<file path="src/rtl/pipeline_ctrl.sv">
// Pipeline hazard/exception controller: per-stage stall vector, one-cycle flush
// with PC redirect on exception/ERET, and a saturating stall-cycle counter.
//
//   state    | meaning
//   ST_RUN   | normal issue; stalls by highest requesting stage, accepts exc_valid
//   ST_DEFER | event accepted, waiting for MEM to finish before flushing
//   ST_FLUSH | one cycle: flush all stages and redirect PC to latched target
module pipeline_ctrl (
   input  logic        clk,
   input  logic        rst,
   input  logic        stall_req_if,
   input  logic        stall_req_id,
   input  logic        stall_req_ex,
   input  logic        stall_req_mem,
   input  logic        exc_valid,
   input  logic [2:0]  exc_type,
   input  logic [31:0] cp0_epc,
   input  logic [31:0] exc_base,
   output logic [5:0]  stall,
   output logic        flush,
   output logic        redirect_valid,
   output logic [31:0] redirect_pc,
   output logic [31:0] stall_cycles
);

   typedef enum logic [1:0] {
      ST_RUN   = 2'd0,
      ST_DEFER = 2'd1,
      ST_FLUSH = 2'd2
   } state_t;

   localparam logic [2:0]  EXC_ERET  = 3'd3;
   localparam logic [5:0]  STALL_ALL = 6'b111111;
   localparam logic [5:0]  STALL_MEM = 6'b011111;
   localparam logic [5:0]  STALL_EX  = 6'b001111;
   localparam logic [5:0]  STALL_ID  = 6'b000111;
   localparam logic [5:0]  STALL_IF  = 6'b000011;
   localparam logic [31:0] CNT_MAX   = 32'hFFFF_FFFF;

   state_t      state_q, state_d;
   logic [31:0] target_q, target_d;
   logic [31:0] stall_cycles_q, stall_cycles_d;
   logic        flush_q, flush_d;

   always_comb begin
      stall    = 6'b000000;
      state_d  = state_q;
      target_d = target_q;
      case (state_q)
         ST_RUN: begin
            if (exc_valid) begin
               target_d = (exc_type == EXC_ERET) ? cp0_epc : exc_base;
               // MEM must drain before the flush, so the event is deferred
               if (stall_req_mem) begin
                  stall   = STALL_MEM;
                  state_d = ST_DEFER;
               end else begin
                  stall   = STALL_ALL;
                  state_d = ST_FLUSH;
               end
            end else if (stall_req_mem) begin
               stall = STALL_MEM;
            end else if (stall_req_ex) begin
               stall = STALL_EX;
            end else if (stall_req_id) begin
               stall = STALL_ID;
            end else if (stall_req_if) begin
               stall = STALL_IF;
            end
         end
         ST_DEFER: begin
            if (stall_req_mem) begin
               stall = STALL_MEM;
            end else begin
               stall   = STALL_ALL;
               state_d = ST_FLUSH;
            end
         end
         ST_FLUSH: begin
            state_d = ST_RUN;
         end
         default: begin
            state_d = ST_RUN;
         end
      endcase
      flush_d        = (state_d == ST_FLUSH);
      stall_cycles_d = ((stall != 6'b000000) && (stall_cycles_q != CNT_MAX)) ?
                       stall_cycles_q + 32'd1 : stall_cycles_q;
   end

   always_ff @(posedge clk or negedge rst) begin
      if (!rst) begin
         state_q        <= ST_RUN;
         target_q       <= 32'h0;
         stall_cycles_q <= 32'h0;
         flush_q        <= 1'b0;
      end else begin
         state_q        <= state_d;
         target_q       <= target_d;
         stall_cycles_q <= stall_cycles_d;
         flush_q        <= flush_d;
      end
   end

   assign flush          = flush_q;
   assign redirect_valid = flush_q;
   assign redirect_pc    = target_q;
   assign stall_cycles   = stall_cycles_q;

endmodule

</file>
<file path="config.mk">
export PLATFORM = sky130hd
export DESIGN_NAME = pipeline_ctrl
export DESIGN_NICKNAME = d
export VERILOG_FILES = /design/src/rtl/pipeline_ctrl.sv
export SDC_FILE = /design/constraint.sdc
export NUM_CORES = 1
export LEC_CHECK = 0
export ABC_AREA = 1
export CAP_MARGIN = 20
export CELL_PAD_IN_SITES_DETAIL_PLACEMENT = 0
export CELL_PAD_IN_SITES_GLOBAL_PLACEMENT = 1
export CORE_UTILIZATION = 39
export CTS_CLUSTER_DIAMETER = 40
export DETAILED_ROUTE_END_ITERATION = 6
export DONT_BUFFER_PORTS = 1
export PLACE_DENSITY_LB_ADDON = 0.15
export SLEW_MARGIN = 20
export SYNTH_ARGS = -nofsm -noshare
export SYNTH_HDL_FRONTEND = slang
export SYNTH_SLANG_ARGS = --single-unit
</file>
<file path="constraint.sdc">
create_clock -name clk -period 1.45 [get_ports clk]
set_input_delay 0.29 -clock clk [delete_from_list [all_inputs] [get_ports clk]]
set_output_delay 0.29 -clock clk [all_outputs]
set_load 0.01 [all_outputs]
</file>
======== Yosys cells after proc, flatten, opt, wreduce, memory -nomap -nowiden ========
Index checks and enable logic that the tools add are counted.
word-level totals
  flip-flop bits (word level) ............. 67
  bits in latches ......................... 0
  bits in writable memories ............... 0
  bits in read-only memories .............. 0
  input bits .............................. 74
  output and inout bits ................... 72
  word-level logic and storage cells ...... 25
  memories ................................ 0
cells by class
  add/subtract/negate cells ............... 1
  $mul .................................... 0
  divide/modulo/power cells ............... 0
  magnitude comparators ................... 0
  equal/unequal tests ..................... 4
  shift-type cells ........................ 0
  muxes and demuxes ....................... 12
  bitwise logic cells ..................... 0
  reductions and logical operators ........ 4
operators with widths
  operator                                                          count
  32-bit by 1-bit adder with 32-bit output (second input constant)  1
  32-bit 2-to-1 mux                                                 1
  32-bit != test (second input constant)                            1
  6-bit 2-to-1 mux                                                  2
  6-bit one-hot mux with 2 select lines                             1
  2-bit 2-to-1 mux                                                  4
  6-bit nonzero test                                                1
  5-bit 2-to-1 mux                                                  1
  4-bit 2-to-1 mux                                                  1
  2-bit one-hot mux with 2 select lines                             1
  3-bit by 2-bit == test with 1-bit output (second input constant)  1
  3-bit 2-to-1 mux                                                  1
  2-bit by 1-bit == test with 1-bit output (second input constant)  1
  2-bit == test (second input constant)                             1
  2-bit logical NOT                                                 1
  2-bit AND reduction                                               1
  1-bit logical AND                                                 1

======== Logic depth before layout (Yosys ltp) ========
  word-level depth ........................ 8
  mapped depth ............................ 11
  depth with buffers taken out ............ 10

======== Least setup slack after synthesis ========
No wires, ideal clock.
  kind .................................... register -> register
  start point ............................. register stall_cycles_q[1] (netlist: stall_cycles[1])
  end point ............................... register stall_cycles_q[30] (netlist: stall_cycles[30])
  library setup time ...................... 0.116 ns
  arrival ................................. 1.560 ns
  data required time ...................... 1.334 ns
  slack ................................... -0.227 ns
  cell stages (with the launch flop) ...... 12
  buffers on the path ..................... 1
  clock period less this slack ............ 1.677 ns
  path through ............................ dfrtp_1 -> ha_1 -> inv_1 -> nor2_4 -> nand2_4 -> nor2_4 -> nand2_4 -> nand2_8 -> inv_6 -> buf_6 -> nand2_1 -> nand2_1
between the ends
  word-level cells in the longest chain between the ends .. 2
  elaborated cells between the ends (all ways) .. 3
  classes of those cells .................. 1 x add/sub; 1 x eq/ne; 1 x reduce/logical
RTL lines
  element                                                                                           line  text
  start: declaration                                                                                42    logic [31:0] stall_cycles_q, stall_cycles_d;
  start signal: assignment                                                                          100   stall_cycles_q <= stall_cycles_d;
  parallel branches: the longest is 2 deep, another holds 32-bit by 1-bit adder with 32-bit output  --
Parallel ways; which one is timed is not known.
A chain may end at the register's enable or synchronous reset.

======== Worst setup path after layout ========
  start point ............................. register stall_cycles_q[1] (netlist: stall_cycles[1])
  end point ............................... register stall_cycles_q[22] (netlist: stall_cycles[22])
The elaborated chain is that of the path after synthesis.

==> impl.org <==
** Placed design
- The congestion estimate from routability-driven global placement came to roughly 0.86.
- Summing all placed instances gives a cell area of ~0.0045 mm².
- PortBufs :: 0
- Including well taps, the total number of placed cells is between 700 and 800.
- Post-DP HPWL :: roughly 8000 µm

** Setup path
- Along the worst path, the maximum fanout reaches 6.
- STA puts the critical path data arrival time at approximately 1800 ps.
- Setup crit end kind :: flop
- Counting both buffers and inverters, the worst setup path holds a total of 3.
- Critical path launch point :: stall_cycles[1]
- The worst register-to-register path has a setup slack of -110 ps.
- Critical path startpoint category :: flop
- For this run, the slowest stage of the critical path takes ~380 ps.
- For the worst setup path, the data required time is 1690 ps.
- The critical path goes through ha_2 -> inv_2 -> nor2_4 -> nand2_4 -> nor2_4 -> nand2_4 -> nand2_8 -> buf_12 -> inv_8 -> nand2_1 -> nand2_1.
- Category of the most critical setup path :: flop to flop
- Among cell families on the critical path, the largest total delay comes from simple AND/OR/NAND/NOR gates.
- The endpoint identified for the worst register-to-register timing path is stall_cycles[22].
- Launching point of the worst reg2reg path :: stall_cycles[1]
- CP max stage cell :: dfrtp_1
- Logic depth of the worst register-to-register path :: 11
- The critical path runs through a total of 11 cells.
- Critical path endpoint :: stall_cycles[22]

** Die
- ~150 I/O pins were placed.
- Row generation in the floorplan step produced 35 rows.
- Die span in y :: approximately 100 µm
- From left edge to right edge, the die measures around 100 µm.
- The floorplan step defined a die boundary enclosing a little over 0.01 mm².
- Once the floorplan was initialized, standard cells occupied about two fifths of the core.
- Placeable core region :: 0.009328 mm²

** Logic synthesis
- Sequential elements use approximately 44% of the synthesized area.
- Flop and latch count out of synthesis :: 67
- Counting distinct cell types in the post-synthesis netlist gives 26.
- Instance count of the mapped netlist :: between 500 and 600
- Area of the mapped netlist :: about 0.0038 mm²
- The number of nets in the synthesized netlist is 619.
- Synth Area per Inst :: approximately 7.0 µm²
- Synthesis warning total :: 0

** CTS
- Latest clock arrival within the worst-skew pair :: between 300 and 400 ps
- Buffer levels on the longest clock path :: 2
- Number of clock buffers inserted by TritonCTS :: 9
- In this run the number of H-tree levels came out at 3.
- Clock-pin slew of the registers on the worst-case setup and hold paths :: roughly 80 ps
- TritonCTS built the clock tree.
- The tree built by TritonCTS fans out to 67 sinks.
- Hold-fix buffers, CTS :: 1
- Clock tree synthesis selected as its root buffer the cell clkbuf_8.

** STA
- Worst-margin pin slew :: around 310 ps
- Peak clock frequency supported by timing :: 639.5 MHz
- Pins over their slew limit :: 0
- Subtracting the final worst setup slack from the clock period gives approximately 1600 ps.
- Setup violations remaining at the end of the flow were counted as 32.
- Post-route worst hold slack :: -371.9 ps
- The clock arrives with 10.43 ps of skew.
- Setup WS post-layout :: -113.8 ps
- Setup repair after global routing could not meet its margin everywhere.
- In the finished design, the share of the clock period the worst path needs comes to 107.8%.
- For the final routed database, the setup TNS stands at -2749 ps.
- Headroom to the max-slew limit came out at just under 80%.
- Total count of hold-check failures in the final report :: 67

** Global route
- Remaining global-route overflow :: 0
- Global-route wire length before repair :: approximately 19,000 µm
- In the global route stage, met3 resource usage came out at 5.340%.
- Highest-utilization routing layer at the global route stage :: met2
- The initial antenna violation count came to 0.
- In the global route stage, met2 resource usage came out at 40.52%.
- Largest net degree at the start of global routing :: slightly below 70
- For this run, global-route usage on met1 was measured as between 30% and 40%.
- Across every metal layer, demand over resource in global routing totals between 20% and 30%.
- Vias in the first global route :: roughly 3.8k

** Run status
- Run status :: complete, but fails checks
- Failing checks :: negative hold slack, negative setup slack

** Power
- For this design the static power due to leakage is about 2.5 nW.
- After layout, the design draws a total of 5.537 mW.
- Dividing total power by cell area gives a power density of ~1000 mW/mm².
- Max IR drop VDD :: 0.0004901 V

** Detailed routing
- For this block, the routed nets add up to between 10,000 and 15,000 µm of wire.
- Count of TritonRoute iterations in the first routing pass :: 4
- The detailed router placed about 3.8k vias in this run.
- Violation count after the first detailed-routing iteration :: 138
- After detailed routing, the number of vias per cell comes to 4.855.
- After detailed routing, the average wire length per cell comes to ~15 µm.
- Post-route DRC :: 0
- Remaining number of nets flagged by the antenna check after routing :: 0

** Layout
- Proportion of layout cells with a drive suffix above 1 :: 29.45%
- Area grow syn2layout :: 39.23%
- 0 antenna diodes ended up in the layout.
- After routing the design area is 0.005275 mm².
- For this run, the number of standard cells in the final layout without fillers is slightly below 800.
- Filler cell count in the final layout :: 897
- The net count of the finished layout is about 720.

** Worst hold path
- Hold Path Class :: primary input to asynchronous set/reset pin

** Job
- MaxCap Viol Count :: 0
## cell usage in the layout, fill, tap and decap left out, drive strengths merged
master | netlist | layout
bufinv | 0 | 1
nand2 | 257 | 257
o21ai | 4 | 4
buf | 8 | 107
clkinv | 0 | 3
nand3 | 17 | 17
a31oi | 32 | 32
dfrtp | 67 | 67
dlygate4sd3 | 0 | 1
nor3 | 4 | 4
a21oi | 1 | 1
xor2 | 7 | 7
nand3b | 2 | 2
ha | 1 | 1
nor2 | 91 | 91
nand4 | 4 | 4
xnor2 | 7 | 7
inv | 31 | 35
clkbuf | 11 | 11
## cells in the mapped netlist
library cell | n | share of area [%]
nand2_1 | 253 | 25
nor2_1 | 86 | 8.5
dfrtp_1 | 67 | 44
a31oi_1 | 32 | 5.3
inv_1 | 30 | 3.0
nand3_1 | 16 | 2.1
clkbuf_1 | 11 | 1.1
xnor2_1 | 7 | 1.6
xor2_1 | 7 | 1.6
buf_6 | 5 | 1.5
nand4_1 | 4 | 0.66
nor3_1 | 4 | 0.53
nor2_2 | 3 | 0.50
o21ai_0 | 3 | 0.40
buf_4 | 2 | 0.40
nand2_4 | 2 | 0.59
nand3b_1 | 2 | 0.40
nor2_4 | 2 | 0.59
a21oi_1 | 1 | 0.13
buf_2 | 1 | 0.13
ha_1 | 1 | 0.33
inv_6 | 1 | 0.23
nand2_2 | 1 | 0.17
nand2_8 | 1 | 0.53
nand3_2 | 1 | 0.26
o21ai_1 | 1 | 0.13
## where the power goes
part / internal [mW] / switching [mW] / total, mW
registers: 2.14 / 0.307 / 2.45
clock network: 0.816 / 0.799 / 1.62
logic: 0.723 / 0.753 / 1.48
## worst min path at each step
stage / start / endpoint / slack (ps) / depth (start not counted)
after floorplan: rst / flush / -6 / 0
after global routing: rst / stall_cycles[9] / -400 / 0
final: rst / stall_cycles[9] / -370 / 0
after detailed placement: rst / stall_cycles[9] / -4 / 0
after global placement: rst / stall_cycles[18] / -4 / 0
after CTS: rst / stall_cycles[9] / -390 / 0
## sequential cells by signal, indices dropped and copies added (netlist names)
signal and cells:
flush 1, redirect_pc 32, stall_cycles 32, state_q 2
## metal layers
layer / wire length, µm / vias up
met5: 0 / -
met4: 254 / 0
met3: 675 / 18
met2: 5515 / 122
met1: 4999 / 1741
li1: - / 1911
## timing repair
action	CTS	global route
gates resized for setup	44	40
endpoints found under the setup margin	37	40
endpoints found under the hold margin	69	67
buffers inserted	23	3
gates cloned	4	1
pin swaps	12	11
## cell type report
cell class	count	area [µm²]	share of cell area (%)
Clock inverter	6	73.82	1.399
Multi-Input combinational cell	427	2096	39.73
Timing Repair inverter	2	27.53	0.5218
Tap cell	129	161.4	3.060
Inverter	31	132.6	2.514
Timing Repair Buffer	109	975.9	18.50
Sequential cell	67	1680	31.85
Clock buffer	10	127.6	2.419
## metrics by stage
stage               setup slack [ps]  util [%]
finish                        -113.8     56.55
global route                  -219.2     56.55
CTS                           -117.1     54.94
detailed placement            -102.2     48.22
global placement              -134.1     48.22
floorplan                     -149.5         -
## kinds of logic (layout without fill, tap and decap cells)
group | count (synthesis) | after routing | synth area share (%)
XOR/XNOR | 14 | 14 | 3.237
AND/OR/NAND/NOR | 375 | 375 | 39.93
buffers and inverters | 50 | 158 | 6.308
adder cells (fa/ha/maj) | 1 | 1 | 0.3302
AO/OA/AOI/OAI | 37 | 37 | 5.944
flip-flops | 67 | 67 | 44.25
Note: power is estimated with default switching activity, not from simulation.
